--- src/rtl/shift_counter_pkg.sv ---
// Shared mode encodings and helpers for the shift_counter block.
package shift_counter_pkg;

  localparam logic [2:0] MODE_HOLD    = 3'd0;
  localparam logic [2:0] MODE_SHR     = 3'd1;
  localparam logic [2:0] MODE_SHL     = 3'd2;
  localparam logic [2:0] MODE_LOAD    = 3'd3;
  localparam logic [2:0] MODE_RING    = 3'd4;
  localparam logic [2:0] MODE_JOHNSON = 3'd5;
  localparam logic [2:0] MODE_CLEAR   = 3'd6;

  localparam int unsigned MAX_WIDTH = 64;

  // Only the low `width` bits are inspected, so zero padding above them adds no transitions.
  function automatic logic johnson_legal(input logic [MAX_WIDTH-1:0] data,
                                         input int unsigned width = MAX_WIDTH);
    int unsigned trans;
    trans = 0;
    for (int unsigned i = 0; i + 1 < MAX_WIDTH; i++) begin
      if ((i + 1 < width) && (data[i] != data[i+1])) trans++;
    end
    return (trans <= 1);
  endfunction

endpackage

--- src/rtl/shift_period_ctr.sv ---
// Period counter for ring/Johnson sequences; pulses wrap for one cycle per completed period.
module shift_period_ctr #(
  parameter int unsigned WIDTH = 4,
  parameter int unsigned CW    = $clog2(2 * WIDTH)
) (
  input  logic clkIn,
  input  logic rst,
  input  logic step,
  input  logic is_johnson,
  input  logic clear,
  output logic wrap
);

  logic [CW-1:0] cnt_q, cnt_d;
  logic [CW-1:0] last_idx;
  logic          last_cm_q, last_cm_d;
  logic          wrap_q, wrap_d;

  always_comb begin
    cnt_d     = cnt_q;
    last_cm_d = last_cm_q;
    wrap_d    = 1'b0;
    last_idx  = is_johnson ? CW'(2 * WIDTH - 1) : CW'(WIDTH - 1);
    if (clear) begin
      cnt_d     = '0;
      last_cm_d = 1'b0;
    end else if (step) begin
      // A change of sequence type restarts the phase with this step as the first one.
      if (is_johnson != last_cm_q) begin
        cnt_d     = CW'(1);
        last_cm_d = is_johnson;
      end else if (cnt_q == last_idx) begin
        cnt_d  = '0;
        wrap_d = 1'b1;
      end else begin
        cnt_d = cnt_q + CW'(1);
      end
    end
  end

  always_ff @(posedge clkIn or posedge rst) begin
    if (rst) begin
      cnt_q     <= '0;
      last_cm_q <= 1'b0;
      wrap_q    <= 1'b0;
    end else begin
      cnt_q     <= cnt_d;
      last_cm_q <= last_cm_d;
      wrap_q    <= wrap_d;
    end
  end

  assign wrap = wrap_q;

endmodule

--- src/rtl/shift_counter.sv ---
// Multi-mode shift register / ring / Johnson counter with period wrap flag.
// Define SHREG_SELFCORRECT_EN to recover illegal ring and Johnson states.
module shift_counter
  import shift_counter_pkg::*;
#(
  parameter int unsigned      WIDTH = 4,
  parameter logic [WIDTH-1:0] INIT  = '0,
  parameter int unsigned      CW    = $clog2(2 * WIDTH)
) (
  input  logic             clkIn,
  input  logic             rst,
  input  logic             en,
  input  logic [2:0]       mode,
  input  logic             din,
  input  logic [WIDTH-1:0] pin,
  output logic [WIDTH-1:0] data,
  output logic             dout,
  output logic             wrap
);

  logic [WIDTH-1:0] data_q, data_d;
  logic             dout_q, dout_d;
  logic             step, is_johnson, ctr_clear;
  logic             fix_ring, fix_john;

`ifdef SHREG_SELFCORRECT_EN
  assign fix_ring = (data_q == '0);
  assign fix_john = !johnson_legal(MAX_WIDTH'(data_q), WIDTH);
`else
  assign fix_ring = 1'b0;
  assign fix_john = 1'b0;
`endif

  always_comb begin
    data_d     = data_q;
    dout_d     = dout_q;
    step       = 1'b0;
    is_johnson = 1'b0;
    ctr_clear  = 1'b0;
    if (en) begin
      case (mode)
        MODE_SHR: begin
          data_d    = {din, data_q[WIDTH-1:1]};
          dout_d    = data_q[0];
          ctr_clear = 1'b1;
        end
        MODE_SHL: begin
          data_d    = {data_q[WIDTH-2:0], din};
          dout_d    = data_q[WIDTH-1];
          ctr_clear = 1'b1;
        end
        MODE_LOAD: begin
          data_d    = pin;
          ctr_clear = 1'b1;
        end
        MODE_RING: begin
          dout_d = data_q[0];
          if (fix_ring) begin
            data_d    = {1'b1, {(WIDTH - 1){1'b0}}};
            ctr_clear = 1'b1;
          end else begin
            data_d = {data_q[0], data_q[WIDTH-1:1]};
            step   = 1'b1;
          end
        end
        MODE_JOHNSON: begin
          dout_d     = data_q[0];
          is_johnson = 1'b1;
          if (fix_john) begin
            data_d    = '0;
            ctr_clear = 1'b1;
          end else begin
            data_d = {~data_q[0], data_q[WIDTH-1:1]};
            step   = 1'b1;
          end
        end
        MODE_CLEAR: begin
          data_d    = '0;
          dout_d    = 1'b0;
          ctr_clear = 1'b1;
        end
        default: ;
      endcase
    end
  end

  always_ff @(posedge clkIn or posedge rst) begin
    if (rst) begin
      data_q <= INIT;
      dout_q <= 1'b0;
    end else begin
      data_q <= data_d;
      dout_q <= dout_d;
    end
  end

  shift_period_ctr #(
    .WIDTH (WIDTH),
    .CW    (CW)
  ) u_period (
    .clkIn      (clkIn),
    .rst        (rst),
    .step       (step),
    .is_johnson (is_johnson),
    .clear      (ctr_clear),
    .wrap       (wrap)
  );

  assign data = data_q;
  assign dout = dout_q;

endmodule

--- config.mk ---
export PLATFORM = sky130hd
export DESIGN_NAME = shift_counter
export DESIGN_NICKNAME = d
export VERILOG_FILES = /design/src/rtl/shift_counter_pkg.sv /design/src/rtl/shift_period_ctr.sv /design/src/rtl/shift_counter.sv
export SDC_FILE = /design/constraint.sdc
export NUM_CORES = 1
export LEC_CHECK = 0
export CAP_MARGIN = 20
export CORE_MARGIN = 3
export CORE_UTILIZATION = 48
export CTS_CLUSTER_DIAMETER = 80
export DETAILED_ROUTE_END_ITERATION = 7
export HOLD_SLACK_MARGIN = 0.06
export PLACE_DENSITY = 0.83
export SYNTH_ARGS = -nofsm -noshare
export SYNTH_HDL_FRONTEND = slang
export SYNTH_HIERARCHICAL = 1
export SYNTH_SLANG_ARGS = --single-unit
--- constraint.sdc ---
create_clock -name clkIn -period 1.55 [get_ports clkIn]
set_input_delay 0.155 -clock clkIn [delete_from_list [all_inputs] [get_ports clkIn]]
set_output_delay 0.155 -clock clkIn [all_outputs]
set_load 0.02 [all_outputs]
* Word-level counts from Yosys, hierarchy flattened
Index checks and enable logic that the tools add are counted.
** Storage, ports and cells
- Register bits :: 10
- Bits of input ports :: 11
- Word-level logic and storage cells :: 45
** Cells by class
- $add $sub $neg :: 1
- Eq/ne operators :: 8
- Muxes and demuxes :: 20
- Bitwise operators :: 1
- Reductions and logical operators :: 10
** Operators by type and width (count)
- case mux 4 bit (6 select lines) :: 1
- two-way mux 3 bit :: 5
- two-way mux 1 bit :: 13
- equality test 3 bit (second input constant) :: 3
- equality test 3 x 2 -> 1 bit (second input constant) :: 2
- AND reduction 2 bit :: 3
- nonzero test 6 bit :: 1
- nonzero test 2 bit :: 2
- OR reduction 4 bit :: 1
- adder 3 x 1 -> 3 bit (second input constant) :: 1
- equality test 3 x 1 -> 1 bit (second input constant) :: 1
- equality test 3 bit :: 1
- case mux 1 bit (3 select lines) :: 1
- nonzero test 3 bit :: 1
- OR reduction 3 bit :: 1
- OR reduction 2 bit :: 1
- != test 1 bit :: 1
- inverter 1 bit :: 1

* Logic depth before layout (Yosys ltp)
Gate-level depths: netlist of run 1.
- Word-level depth :: 9
- Depth in mapped cells :: 7

* Modules after synthesis
The synthesis of run 1 kept the hierarchy.
** By module, submodules not included
- shift_counter :: instances 1, cells each 53, area each 462.9 um^2, sequential area each 125.1 um^2
- shift_period_ctr :: instances 1, cells each 26, area each 272.8 um^2, sequential area each 125.1 um^2

* Least setup slack after synthesis of run 1
OpenSTA, ideal clock, no wires.
- Kind :: input to register
- From :: in mode[1]
- To :: reg u_period.cnt_q[0]
- Library setup time :: 96 ps
- Arrival :: 1273 ps
- Data required time :: 1454 ps
- Slack :: 181 ps
- Cell stages on the path :: 7
- Buffers on the path :: 1
- Cell sequence :: buf_6 > inv_1 > and3_1 > and2_1 > xnor2_1 > a21o_1 > a311oi_2
** RTL lines
- start, declared :: RTL line shift_counter.sv:13 : input logic [2:0] mode,
- equality test 3 bit :: RTL line shift_counter.sv:41 : case (mode)
- OR reduction 2 bit (no source line) (*)
- two-way mux 1 bit (*)
- two-way mux 1 bit (*) :: RTL line shift_counter.sv:40 : if (en) begin
- named net step :: RTL line shift_counter.sv:23 : logic step, is_johnson, ctr_clear;
- nonzero test 2 bit (no source line) (*)
- end signal, assigned :: RTL line shift_period_ctr.sv:47 : cnt_q <= cnt_d;
- end, declared :: RTL line shift_period_ctr.sv:14 : logic [CW-1:0] cnt_q, cnt_d;
Mark *: on every way through the listed nets, which the timed path passes. The rest lies on a longest branch. The select of a mux whose other input is x is not followed.
A chain may end at the register's enable or synchronous reset.

* Final worst setup path of run 1
- From :: in mode[1]
- To :: reg u_period.cnt_q[2]
Same word-level chain as after synthesis.

==> metrics.md, run 1 <==
| Metric | Value |
|---|---|
| Number of post-CTS setup repair buffers | 0 |
| Simple logic cell fraction of the synthesized area | 24.3% |
| Worst path bufs/invs | 3 |
| Number of violations reported at the end of detailed-routing iteration 0 | 5 |
| Total routed wirelength | 1710 um |
| Area of the mapped netlist | 736 um^2 |
| Clock tree sinks | 10 |
| Required time at the worst-slack endpoint | 1.74 ns |
| Congestion Overflow GR | 0 |
| Part of the total power dissipated in the clock network | 27.2% |
| Status | finished clean |
| Slew HR | 80.3% |
| Area of placed instances | 958 um^2 |
| Post-synthesis sequential area ratio | 34.0% |
| Endpoints failing setup | 0 |
| Post-synthesis mux area share | between 2 and 3% |
| Worst setup slack before clock tree synthesis | -0.227 ns |
| Worst-margin pin slew | a little under 0.3 ns |
| Core area | about 0.0014 mm^2 |
| Routed wire per std cell | 14.1 um |
| Clock insertion delay at the later pin of the skew report | roughly 0.26 ns |
| Cell at the root of the clock tree | sky130_fd_sc_hd__clkbuf_4 |
| Clock Path Buffers | 2 |
| Post-synthesis register bit count | 10 |
| Highest attainable clock frequency | 677 MHz |
| Utilization after layout | 74.3% |
| Clock transition at path regs | 0.06 ns |
| Min-Delay Path Class | primary input to async pin |
| DIE AREA | 0.00204 mm^2 |
| Proportion of total power due to net switching | a little under a third |
| Final count of hold timing violations | 0 |
| Highest fanout seen on the critical path | 4 |
| Cell at the slowest stage of the critical path | sky130_fd_sc_hd__clkdlybuf4s50_1 |
| DRC violations left | 0 |
| Yosys synthesis warning count | 6 |
| Via total after detailed routing | 678 |
| Crit. End Element | register |
| H-tree level count | 1 |
| Largest family of logic cells by synthesized area | compound AO/OA/AOI/OAI gates |
| Post-synth net total | 91 |
| Die height | 45.2 um |
| Number of top-level pins | 17 |
| Relative contribution of combinational cells to total power | 32.3% |
| Overall global routing resource usage | 19.3% |
| Post-layout worst setup margin | 0.0734 ns |
| Arithmetic-cell share of the synthesized area counting full adders, half adders and majority gates | 1.70% |
| Inserted Clock Buffers | 3 |
| Cell chain of the critical path | clkdlybuf4s50_1 > inv_1 > and3_1 > and2_2 > buf_4 > o31ai_1 > nand2_1 > a21oi_2 |
| Initial antenna violation count | 0 |
| Post-synthesis average cell area | slightly above 9 um^2 |
| Share of final-layout standard cells stronger than drive strength 1 | around 28% |
| Cell family contributing the most delay on the critical path | buffers and inverters |
| Power density over the cells | 806 mW/mm^2 |
| Number of max-cap violations | 0 |
| Worst ir drop on vdd | 0.643 mV |
| Number of antenna cells inserted | 0 |
| Area growth from synthesis to layout | 37.9% |
| Worst Path Class, Setup | primary input to register |
| Die extent in x | 45.2 um |
| Compound-Gate Fraction of Synth Area | 26.7% |
| Pins Over Slew Limit | 0 |
| Switching component of the power | 0.249 mW |
| Number of distinct library cell variants in the gate-level netlist after synthesis | 38 |
| Leakage dissipation | 0.472 nW |
| Post-route clock skew | 0.000379 ns |
| DP HPWL | 1330 um |
| Cells after synthesis | 79 |
| Vias in the first global route | 643 |
| Final TNS setup | 0 ns |
| FP Rows | 13 |
| Net count of the finished layout | 119 |
| Fraction of power consumed by sequential logic | 40.4% |
| Launching element type of the critical path | primary input |
| Effective utilization at floorplan | 53.8% |
| Count of buffers from port buffering | 16 |
| Global-route wire length before repair | 2860 um |
| Per-cell via count in the routed design | around 5.6 |
| Pin count of the biggest net entering global routing | 12 |
| Final Cell Area | 0.00101 mm^2 |
| Crit path DAT | 1.66 ns |
| Final period util | 95.3% |
| Internal cell power | 0.569 mW |
| Xor-xnor portion of the synthesized cell area | 2.38% |
| Final worst path period need | ~1.5 ns |
| Placer's final routability congestion estimate | 0.802 |
| Remaining antenna violation count | 0 |
| Largest stage delay on the critical path | 0.48 ns |
| CTS tree | yes |
| Detailed-router iteration count before antenna repair | 4 |
-- cell usage in the layout, fill, tap and decap left out, types with 2 or more instances in the layout --
cell,netlist,final
sky130_fd_sc_hd__nand3_1,2,2
sky130_fd_sc_hd__nor2_1,5,5
sky130_fd_sc_hd__o21ai_1,4,4
sky130_fd_sc_hd__a21oi_1,5,4
sky130_fd_sc_hd__nor3_1,2,2
sky130_fd_sc_hd__nand2b_1,2,2
sky130_fd_sc_hd__nand2_1,8,8
sky130_fd_sc_hd__dfrtp_1,10,10
sky130_fd_sc_hd__clkbuf_4,0,3
sky130_fd_sc_hd__mux2i_1,2,2
sky130_fd_sc_hd__a221oi_1,2,2
sky130_fd_sc_hd__and3_1,3,3
sky130_fd_sc_hd__inv_1,3,3
sky130_fd_sc_hd__buf_4,0,11
sky130_fd_sc_hd__a22o_1,3,3
sky130_fd_sc_hd__clkdlybuf4s50_1,0,14
-- repair_timing --
| item | in CTS | in global routing |
|---|---|---|
| hold buffers | 0 | 0 |
| gates resized for setup | 1 | 5 |
| endpoints found under the hold margin | 0 | 0 |
| endpoints found under the setup margin | 1 | 4 |
-- cells by family (layout without fill, tap and decap cells) --
family | count (synthesis) | after routing
simple gates | 31 | 31
xor+xnor | 2 | 2
mux | 2 | 2
buf+inv | 9 | 36
compound gates | 24 | 24
flops | 10 | 10
fa+ha+maj | 1 | 1
-- area by class of cell --
class                           instances  area [um^2]
Tap cell                               15         18.8
Timing Repair Buffer                   27          244
Clock buffer                            4         36.3
Multi-Input combinational cell         60          444
Inverter                                5         21.3
Sequential cell                        10          250
Fill cell                             111          352
-- final timing paths --
kind,startpoint,endpoint,slack [ns],cells past startpoint
worst max-delay path,mode[1],u_period/cnt_q[2],0.07,8
worst min-delay path,rst,dout,0.11,2
worst max register to register,u_period/cnt_q[0],u_period/cnt_q[2],0.28,4
worst min register to register,u_period/cnt_q[1],u_period/cnt_q[1],0.57,2
max in group asynchronous,rst,u_period/cnt_q[0],1.27,2
min in group clkIn,u_period/cnt_q[1],u_period/cnt_q[1],0.57,2
-- worst reg2reg max path, stage by stage (launching register included) --
cell	delay, ns
sky130_fd_sc_hd__dfrtp_1	0.41
sky130_fd_sc_hd__ha_1	0.27
sky130_fd_sc_hd__and3b_1	0.18
sky130_fd_sc_hd__o211ai_1	0.21
sky130_fd_sc_hd__a21oi_2	0.08
-- flip-flops by register name, summed over array words and instances (netlist names) --
name / cells
u_period/wrap: 1
u_period/cnt_q: 3
u_period/last_cm_q: 1
dout: 1
data: 4
-- cell usage after synthesis --
library cell / count / area, um^2
sky130_fd_sc_hd__and2_1: 1 / 6.26
sky130_fd_sc_hd__nand2_2: 1 / 6.26
sky130_fd_sc_hd__nor2_1: 5 / 18.8
sky130_fd_sc_hd__o21ai_1: 4 / 20.0
sky130_fd_sc_hd__nor3_1: 2 / 10.0
sky130_fd_sc_hd__and3b_1: 1 / 8.76
sky130_fd_sc_hd__nor2b_1: 1 / 6.26
sky130_fd_sc_hd__nand3_1: 2 / 10.0
sky130_fd_sc_hd__a211oi_2: 1 / 12.5
sky130_fd_sc_hd__xnor2_1: 2 / 17.5
sky130_fd_sc_hd__o21ai_2: 1 / 8.76
sky130_fd_sc_hd__inv_4: 1 / 6.26
sky130_fd_sc_hd__a311oi_2: 1 / 15.0
sky130_fd_sc_hd__mux2i_1: 2 / 20.0
sky130_fd_sc_hd__a21oi_1: 5 / 25.0
sky130_fd_sc_hd__o32ai_2: 1 / 16.3
sky130_fd_sc_hd__o31ai_1: 1 / 7.51
sky130_fd_sc_hd__a221oi_1: 2 / 17.5
sky130_fd_sc_hd__inv_1: 3 / 11.3
sky130_fd_sc_hd__o311ai_1: 1 / 8.76
sky130_fd_sc_hd__buf_2: 1 / 5.00
sky130_fd_sc_hd__a22o_1: 3 / 26.3
sky130_fd_sc_hd__nand2b_4: 1 / 13.8
sky130_fd_sc_hd__nor3b_1: 1 / 7.51
sky130_fd_sc_hd__nor2_2: 1 / 6.26
sky130_fd_sc_hd__nor2b_4: 1 / 13.8
sky130_fd_sc_hd__dfrtp_1: 10 / 250
sky130_fd_sc_hd__o31a_1: 1 / 8.76
sky130_fd_sc_hd__nand2_1: 8 / 30.0
sky130_fd_sc_hd__ha_1: 1 / 12.5
sky130_fd_sc_hd__buf_6: 3 / 33.8
sky130_fd_sc_hd__a2111oi_2: 1 / 15.0
sky130_fd_sc_hd__a21o_1: 1 / 7.51
sky130_fd_sc_hd__nor4bb_1: 1 / 10.0
sky130_fd_sc_hd__nand2b_1: 2 / 12.5
sky130_fd_sc_hd__inv_2: 1 / 3.75
sky130_fd_sc_hd__o211ai_1: 1 / 7.51
sky130_fd_sc_hd__and3_1: 3 / 18.8
-- power groups by stage --
| stage | Clock [mW] | Combinational, mW | Sequential, mW |
|---|---|---|---|
| after detailed placement | 0 | 0.266 | 0.335 |
| after global routing | 0.243 | 0.286 | 0.336 |
| after floorplan | 0 | 0.124 | 0.355 |
| final | 0.223 | 0.265 | 0.330 |
| after global placement | 0 | 0.260 | 0.334 |
| after CTS | 0.232 | 0.266 | 0.331 |
-- through the flow --
step	hold slack, ns	power, mW	cells
6_report	0.112	0.818	121
3_5_place_dp	0.390	0.600	117
5_1_grt	0.120	0.864	121
4_1_cts	0.110	0.829	121
2_1_floorplan	-0.0665	0.479	79
3_3_place_gp	0.394	0.594	117
-- metal layers --
| layer | track usage, % | vias to the layer above | routed length (um) |
|---|---|---|---|
| met5 | 0 | - | 0 |
| met4 | 3.51 | 0 | 0 |
| met3 | 7.57 | 0 | 81 |
| met2 | 35.6 | 13 | 916 |
| met1 | 20.7 | 319 | 711 |
| li1 | - | 346 | - |
Note: power is estimated with default switching activity, not from simulation.
==> inputs of run 2 (changes only) <==
REMOVE_ABC_BUFFERS = 1   (was default)
==> run 2 against run 1 <==
Compared with the run above: clock skew is 0.0016 ns higher; largest cell class unchanged; sequential share of layout area is 0.31 points higher; combinational power hardly changed; critical path type is now register to primary output; die area stayed put; sequential power hardly changed; setup slack better by 0.011 ns.
==> metrics.md, run 2 (synthesis gave the netlist of run 1 again) <==
| Metric | Value |
|---|---|
| Status | finished clean |
| Clock insertion delay at the later pin of the skew report | ~0.27 ns |
| Worst path bufs/invs | 1 |
| Leakage dissipation | about 0.49 nW |
| Power after layout | 0.828 mW |
| Worst setup endpoint | data[1] |
| Final count of hold timing violations | 0 |
| Inserted Clock Buffers | 3 |
| Worst Path Class, Setup | register to primary output |
| Endpoints failing setup | 0 |
| Cell at the root of the clock tree | sky130_fd_sc_hd__clkbuf_4 |
| Launching element of the worst setup path | data[1] |
| Worst setup slack before clock tree synthesis | -0.172 ns |
| Most common library cell in the layout ignoring fill and taps | sky130_fd_sc_hd__clkdlybuf4s50_1 |
| Overall global routing resource usage | 20.7% |
| Initial antenna violation count | 0 |
| Placer's final routability congestion estimate | slightly above 0.8 |
| DIE AREA | around 0.002 mm^2 |
| Worst reg-to-reg path cell count | 4 |
| Worst-margin pin slew | 0.293 ns |
| Highest fanout seen on the critical path | 5 |
| FP Rows | 13 |
| Fill cell count | ~110 |
| Part of the total power dissipated in the clock network | between 20 and 30% |
| Die height | 45.2 um |
| Die extent in x | 45.2 um |
| Required time at the worst-slack endpoint | 1.39 ns |
| Multi-input gate area | 433 um^2 |
| Per-cell via count in the routed design | 5.60 |
| RSZ-0062 raised after global routing | no |
| Worst r2r src | u_period/cnt_q[0] |
| Number of post-CTS setup repair buffers | 0 |
| Final worst path period need | 1.47 ns |
| Share of final-layout standard cells stronger than drive strength 1 | 24.8% |
| Area taken by flip-flops and latches | 250 um^2 |
| Commonest non-fill, non-tap cells in the layout | sky130_fd_sc_hd__clkdlybuf4s50_1, sky130_fd_sc_hd__dfrtp_1, sky130_fd_sc_hd__buf_4 |
| FF-to-FF End | u_period/cnt_q[2] |
| Pins Over Slew Limit | 0 |
| Highest attainable clock frequency | around 680 MHz |
| R2R Setup Slk | about 0.32 ns |
| Routed wire per std cell | 14.7 um |
| Number of cells on the critical path | 1 |
| Area growth from synthesis to layout | 36.2% |
| Launching element type of the critical path | register |
| Total routed wirelength | 1760 um |
| Crit path DAT | roughly 1.3 ns |
| Congestion Overflow GR | 0 |
| Clock transition at path regs | ~0.07 ns |
| Pin count of the biggest net entering global routing | 12 |
| Final Cell Area | about 0.0010 mm^2 |
| CTS tree | yes |
| DP HPWL | 1420 um |
| Area of placed instances | 951 um^2 |
| Net count of the finished layout | 118 |
| Number of top-level pins | 17 |
| Final period util | 94.5% |
| Slew HR | 80.3% |
| Remaining antenna violation count | 0 |
| Cell family contributing the most delay on the critical path | buffers and inverters |
| Switching component of the power | 0.260 mW |
| Internal cell power | around 0.57 mW |
| Cell chain of the critical path | clkdlybuf4s50_1 |
| Post-layout worst setup margin | 0.0847 ns |
| Relative contribution of combinational cells to total power | 31.7% |
| Effective utilization at floorplan | 53.8% |
| Count of buffers from port buffering | 16 |
| Via total after detailed routing | 672 |
| Flip-flop count of the largest register after layout | 4 |
| Vias in the first global route | 696 |
| Largest stage delay on the critical path | 0.63 ns |
| Crit. End Element | primary output |
| Proportion of total power due to net switching | approximately a third |
| H-tree level count | 1 |
| Power density over the cells | 827 mW/mm^2 |
| Min-Delay Path Class | primary input to async pin |
| Number of violations reported at the end of detailed-routing iteration 0 | 7 |
| Post-route clock skew | 0.00199 ns |
| Fraction of power consumed by sequential logic | approximately 40% |
| Number of max-cap violations | 0 |
| DRC violations left | 0 |
| Detailed-router iteration count before antenna repair | 4 |
| Number of antenna cells inserted | 0 |
| Hold buffer count at CTS | 0 |
| Cell at the slowest stage of the critical path | sky130_fd_sc_hd__clkdlybuf4s50_1 |
| Clock Path Buffers | 2 |
| Core area | 0.00137 mm^2 |
| Clock tree sinks | 10 |
| Global-route wire length before repair | 3050 um |
| Worst ir drop on vdd | 0.770 mV |
==> run 2: repair_timing <==
item,in CTS,in global routing
setup endpoints to repair,0,4
hold endpoints to repair,0,0
resized for setup,0,4
==> run 2: layout make-up <==
type | count | area share (%)
Inverter | 5 | 2.12
Multi-Input combinational cell | 60 | 43.2
Clock buffer | 4 | 3.62
Sequential cell | 10 | 25.0
Tap cell | 15 | 1.87
Timing Repair Buffer | 26 | 24.2
==> run 2: through the flow <==
step           cells  utilization [%]  hold slack, ns  setup TNS, ns
6_report         120             73.4           0.105              0
5_1_grt          120             73.4           0.114              0
4_1_cts          120             72.3           0.111              0
3_5_place_dp     116             69.6           0.397         -0.831
3_3_place_gp     116             69.6           0.392         -0.393
2_1_floorplan     75                -         -0.0665              0
==> run 2: layer usage <==
| metal | routed length, um | global-route usage (%) | share of wire [%] | up-vias |
|---|---|---|---|---|
| li1 | - | - | - | 338 |
| met1 | 750 | 25.2 | 43 | 316 |
| met5 | 0 | 0 | 0 | - |
| met4 | 4 | 3.51 | 0.23 | 0 |
| met3 | 79 | 5.98 | 4.5 | 2 |
| met2 | 925 | 36.4 | 53 | 16 |
==> run 2: how the worst min path moves through the flow <==
| stage | to | slack [ns] |
|---|---|---|
| 2_1_floorplan | data[0] | -0.07 |
| 3_3_place_gp | data[3] | 0.39 |
| 3_5_place_dp | u_period/cnt_q[1] | 0.40 |
| 4_1_cts | u_period/cnt_q[1] | 0.11 |
| 5_1_grt | u_period/wrap | 0.11 |
| 6_report | u_period/cnt_q[1] | 0.10 |
==> run 2: power groups by stage <==
stage	clock, mW	combinational, mW	sequential (mW)
3_3_place_gp	0	0.258	0.333
3_5_place_dp	0	0.267	0.334
2_1_floorplan	0	0.106	0.355
4_1_cts	0.240	0.268	0.329
6_report	0.236	0.263	0.329
5_1_grt	0.262	0.286	0.335
==> RTL change 1: new RTL, config.mk and constraints of run 1 <==
The option `SHREG_SELFCORRECT_EN` is turned on by a define.
--- a/src/rtl/shift_counter.sv
+++ b/src/rtl/shift_counter.sv
@@ -1,5 +1,7 @@
 // Multi-mode shift register / ring / Johnson counter with period wrap flag.
 // Define SHREG_SELFCORRECT_EN to recover illegal ring and Johnson states.
+`define SHREG_SELFCORRECT_EN
+
 module shift_counter
   import shift_counter_pkg::*;
 #(
Check against the original RTL: not equivalent (a bounded check fails within 4 cycles, from zero or initial values and one cycle with rst high).
==> RTL change 1 against run 1 <==
The run now ends with setup timing left; sequential cell count stayed put; global-route usage is 19 points higher; critical path type is now flip-flop to flip-flop; count of clock-buffer cells in the layout unchanged; design area up 29%; routed wire length increased by 130%; highest routed layer is now met4; largest cell class unchanged; worst setup slack got worse by 0.65 ns; critical endpoint unchanged; maximum frequency down 31%; synthesized area is 5.8% higher; clock skew rose by 0.0089 ns.
Power is not compared: it rests on default switching activity, and its combinational part moved more than twofold at a synthesized area within 25%.
==> RTL change 1: results (changes against run 1) <==
Status:
- The run finished, with violations left.
- The final reports fail on setup timing.

STA:
- The setup TNS came to -4.305 ns (-4.305 ns).
- The post-layout worst setup margin was -0.5774 ns (-0.6508 ns).
- The worst clock skew on the final layout is 0.009301 ns (+0.008921 ns).
- The count of endpoints failing setup in the final report is 9 (+9).
- The slew at the pin closest to its max-slew limit is 0.4420 ns (+0.1479 ns).

Finish:
- The total inserted antenna cells is 0 (unchanged).
- The number of flip-flops in the largest register was 4 (unchanged).
- The share of cells above drive strength 1 is 43.48% (+15 points).
- The number of nets at the end of the flow is 153 (+29%).

Routing:
- The via total after detailed routing is 1079 (+59%).
- The routed via count divided by cell count is 7.052 (+26%).
- The aggregate routed wire length is 3.927 mm (+130%).
- The remaining antenna violation count was 0 (unchanged).
- The first-pass iteration count of the detailed router is 4 (unchanged).
- The iteration-0 DRC count of the detailed router is 127 (+122).

Synthesis:
- The share of the yosys chip area belonging to registers is 32.15% (-1.9 points).
- The count of different cell masters after synthesis is 35 (-7.9%).
- The number of nets in the synthesized netlist was 108 (+19%).
- Counting instances in the post-synthesis netlist gives the leading cell types as sky130_fd_sc_hd__a21oi_1 (10), sky130_fd_sc_hd__dfrtp_1 (10), sky130_fd_sc_hd__o21ai_0 (9).
- Sorting the synthesized cells by area gives the leading types as sky130_fd_sc_hd__dfrtp_1 (32%), sky130_fd_sc_hd__a21oi_1 (6.4%), sky130_fd_sc_hd__o21ai_0 (5.8%).
- For this run, the leading register cell type out of synthesis is sky130_fd_sc_hd__dfrtp_1.
- The post-synthesis instance total is 94 (+19%).

GRT:
- The maximum number of pins on one net before global-route repair came to 12 (unchanged).
- The via count of the first global-routing pass came to 949 (+48%).
- The overall fraction of global-route tracks in use came to 38.36% (+19 points).
- The global-route wire length before repair is 5.382 mm (+88%).

Placed design:
- The instance area after placement is 1136 µm² (+19%).
- The placed wire-length estimate after detailed placement was 1.877 mm (+41%).
- The count of input and output buffers is 16 (unchanged).
- The number of cells in the design after placement is 143 (+22%).
- The final RePlAce weighted congestion was 0.8979 (+12%).
- The placement-stage worst setup slack is -0.5053 ns (-0.2780 ns).

Clock network:
- The clock insertion delay at the later pin of the skew report came to 0.28 ns (+0.02 ns).
- The post-CTS repair timing setup buffer count is 4 (+4).
- Clock tree synthesis selected as its root buffer the cell sky130_fd_sc_hd__clkbuf_4.
- Clock-pin slew was measured on the worst setup and hold paths at 0.07 ns.
- The total clock buffers created by CTS is 3 (unchanged).
- The maximum count of clock buffers along a single path is 2 (unchanged).
- The post-cts repair resize count is 10 (+9).

Setup path:
- The signal arrival time at the worst endpoint was 2.33 ns (+0.67 ns).
- The startpoint identified for the worst register-to-register timing path is data[3].
- The worst setup path is launched from a flip-flop.
- The largest fanout on the critical path is 5 (+1).
## RTL change 1: cell count changes after synthesis, moves of 3 or more
cell | before | now
sky130_fd_sc_hd__o21ai_0 | 0 | 9
sky130_fd_sc_hd__a21oi_1 | 5 | 10
sky130_fd_sc_hd__inv_1 | 3 | 7
sky130_fd_sc_hd__nand2_1 | 8 | 4
sky130_fd_sc_hd__o21ai_1 | 4 | 0
sky130_fd_sc_hd__a22o_1 | 3 | 0
sky130_fd_sc_hd__buf_6 | 3 | 0
sky130_fd_sc_hd__nor2_1 | 5 | 8
sky130_fd_sc_hd__o211ai_1 | 1 | 4
## RTL change 1: final timing paths
check	endpoint	slack [ns]	depth (start not counted)
setup / recovery	u_period/cnt_q[2]	-0.58	10
hold / removal	data[1]	0.11	2
setup reg to reg	u_period/cnt_q[2]	-0.58	10
hold reg to reg	u_period/cnt_q[1]	0.63	2
max in group asynchronous	u_period/cnt_q[2]	1.20	2
min in group clkIn	u_period/cnt_q[1]	0.63	2
## RTL change 1: worst max-delay path: stages, from the launching register on
cell and delay (ns):
sky130_fd_sc_hd__dfrtp_2 0.42, sky130_fd_sc_hd__inv_2 0.09, sky130_fd_sc_hd__ha_4 0.20, sky130_fd_sc_hd__or2_4 0.27, sky130_fd_sc_hd__a21oi_4 0.17, sky130_fd_sc_hd__a21oi_2 0.09
sky130_fd_sc_hd__nor3b_2 0.20, sky130_fd_sc_hd__buf_4 0.17, sky130_fd_sc_hd__and3b_1 0.15, sky130_fd_sc_hd__o211ai_1 0.11, sky130_fd_sc_hd__a21oi_2 0.17
## RTL change 1: report_power, final
part           leakage, nW  switching, mW  internal (mW)  total, mW
Clock               0.0210          0.114          0.143      0.257
Sequential           0.124         0.0364          0.297      0.334
Combinational        0.461          0.428          0.381      0.808
## RTL change 1: routing by layer
layer / part of all wire, % / GRT usage (%)
met1: 34 / 49.64
met2: 44 / 61.26
met3: 14 / 8.594
met4: 8.0 / 15.34
met5: 0 / 0
## RTL change 1: cells by family (layout without fill, tap and decap cells)
kind of cell / count (synthesis) / in the layout / share of synthesized area (%)
AOI/OAI and AO/OA: 34 / 34 / 29.10
xor gates and xnor gates: 3 / 3 / 3.377
adders and majority gates: 3 / 3 / 4.824
buffers and inverters: 11 / 55 / 6.271
DFF: 10 / 10 / 32.15
muxes: 3 / 3 / 3.859
and+or+nand+nor: 30 / 30 / 20.42
## RTL change 1: area by class of cell
type | count | area (µm²)
multi-input cells | 73 | 598.1
repair buffers | 44 | 376.6
flip-flops and latches | 10 | 255.2
fillers | 46 | 103.9
clock buffers | 4 | 36.28
inverters | 7 | 26.28
well taps | 15 | 18.77
==> RTL change 2: new RTL, config.mk and constraints of run 1 <==
Made on the original files. Put a register stage on the output `wrap`, cleared by the reset. The value now appears one clock later. The other outputs are not delayed to match. Comments in the files are not updated.
--- a/src/rtl/shift_counter.sv
+++ b/src/rtl/shift_counter.sv
@@ -17,6 +17,8 @@
   output logic             dout,
   output logic             wrap
 );
+
+  logic wrap_c;
 
   logic [WIDTH-1:0] data_q, data_d;
   logic             dout_q, dout_d;
@@ -103,11 +105,19 @@
     .step       (step),
     .is_johnson (is_johnson),
     .clear      (ctr_clear),
-    .wrap       (wrap)
+    .wrap       (wrap_c)
   );
 
   assign data = data_q;
   assign dout = dout_q;
 
+  always_ff @(posedge clkIn or posedge rst) begin
+    if (rst) begin
+      wrap <= '0;
+    end else begin
+      wrap <= wrap_c;
+    end
+  end
+
 endmodule
 
Formal check against the unedited RTL: not equivalent (a bounded check fails within 10 cycles, from zero or initial values and one cycle with rst high).
==> RTL change 2 against run 1 <==
Design area increased by 1.1%; synthesized area increased by 1.7%; cell count unchanged; global-route usage decreased by 1.0 points; power increased by 4.3%; non-clock buffer count increased by 1; routed wire length increased by 6.4%; sequential cell count increased by 1; first-iteration DRC count increased to 5.4 times the old value; worst setup slack got worse by 0.053 ns; critical path type unchanged; critical endpoint is now u_period/wrap.
==> RTL change 2: results (changes against run 1) <==
Power and ir drop:
- The leakage power summed over all cells came to 0.4773 nW (+1.1%).
- The total power density per cell area is 831.0 nW/µm² (+3.1%).
- The maximum resistive drop on vdd was 0.6855 mV (+6.6%).

Routing:
- The iteration-0 DRC count of the detailed router is 27 (+22).
- The highest metal layer with signal wires is met4.
- The routed via count divided by cell count is 5.843 (+4.3%).
- The routed metal-1 wirelength is 855 µm (+20%).
- The total length of routed met3 wires was 127 µm (+57%).

STA:
- The worst clock skew on the final layout is 0.006250 ns (+0.005871 ns).
- The shortest clock period the worst path allows after layout is 1.529 ns (+0.05277 ns).
- The worst hold slack across all endpoints is 0.1012 ns (-0.01031 ns).

Finish:
- The number of multi-input combinational cells in the layout is 57 (-5.0%).
- The number of inverters outside the clock class in the layout is 6 (+1).
- The share of cells above drive strength 1 is 20.75% (-7.5 points).
- The storage element area is 275.3 µm² (+10%).
- The sequential cell count of the final layout is 11 (+1).

GRT:
- The maximum number of pins on one net before global-route repair was 15 (+3).
- The via count of the first global-routing pass is 639 (-0.62%).
- The overall fraction of global-route tracks in use is 18.26% (-1.0 points).
- The global routing met1 resource utilization is 27.05% (+6.4 points).
- The met2 usage in global routing is 24.51% (-11 points).

Placed design:
- The instance area after placement is 988.4 µm² (+3.1%).
- The placement-stage worst setup slack is -0.2177 ns (+0.009611 ns).
- The placed wire-length estimate after detailed placement is 1.314 mm (-1.5%).

Synthesis:
- The share of the yosys chip area belonging to registers came to 36.79% (+2.8 points).

Setup path:
- Following the worst setup path forward leads to its endpoint at u_period/wrap.

Status:
- The flow ran to the end, and the final reports show no timing, DRC or antenna violations.

Die:
- The total core area is 1383 µm² (+1.2%).

Clock network:
- The post-cts repair resize count is 0 (-1).
[RTL change 2: cell types whose count changed in the layout (fill, tap and decap cells not counted), moves of 3 or more]
cell                             run 1  this run
sky130_fd_sc_hd__a22o_1              3         0
sky130_fd_sc_hd__nand2_1             8         3
sky130_fd_sc_hd__o22ai_1             0         3
sky130_fd_sc_hd__o21ai_1             4         0
[RTL change 2: cells by family after synthesis]
family / synth area share, %
AO/OA/AOI/OAI: 24.08
XOR/XNOR: 2.342
adder cells (fa/ha/maj): 1.672
buffers and inverters: 6.856
flip-flops: 36.79
multiplexers: 7.023
AND/OR/NAND/NOR: 21.24
[RTL change 2: where the power goes]
group	leakage (nW)	switching, mW	total [mW]	internal (mW)
clock network	0.0150	0.0882	0.188	0.0995
registers	0.143	0.0409	0.363	0.323
logic	0.319	0.142	0.301	0.160
total	0.477	0.271	0.853	0.582
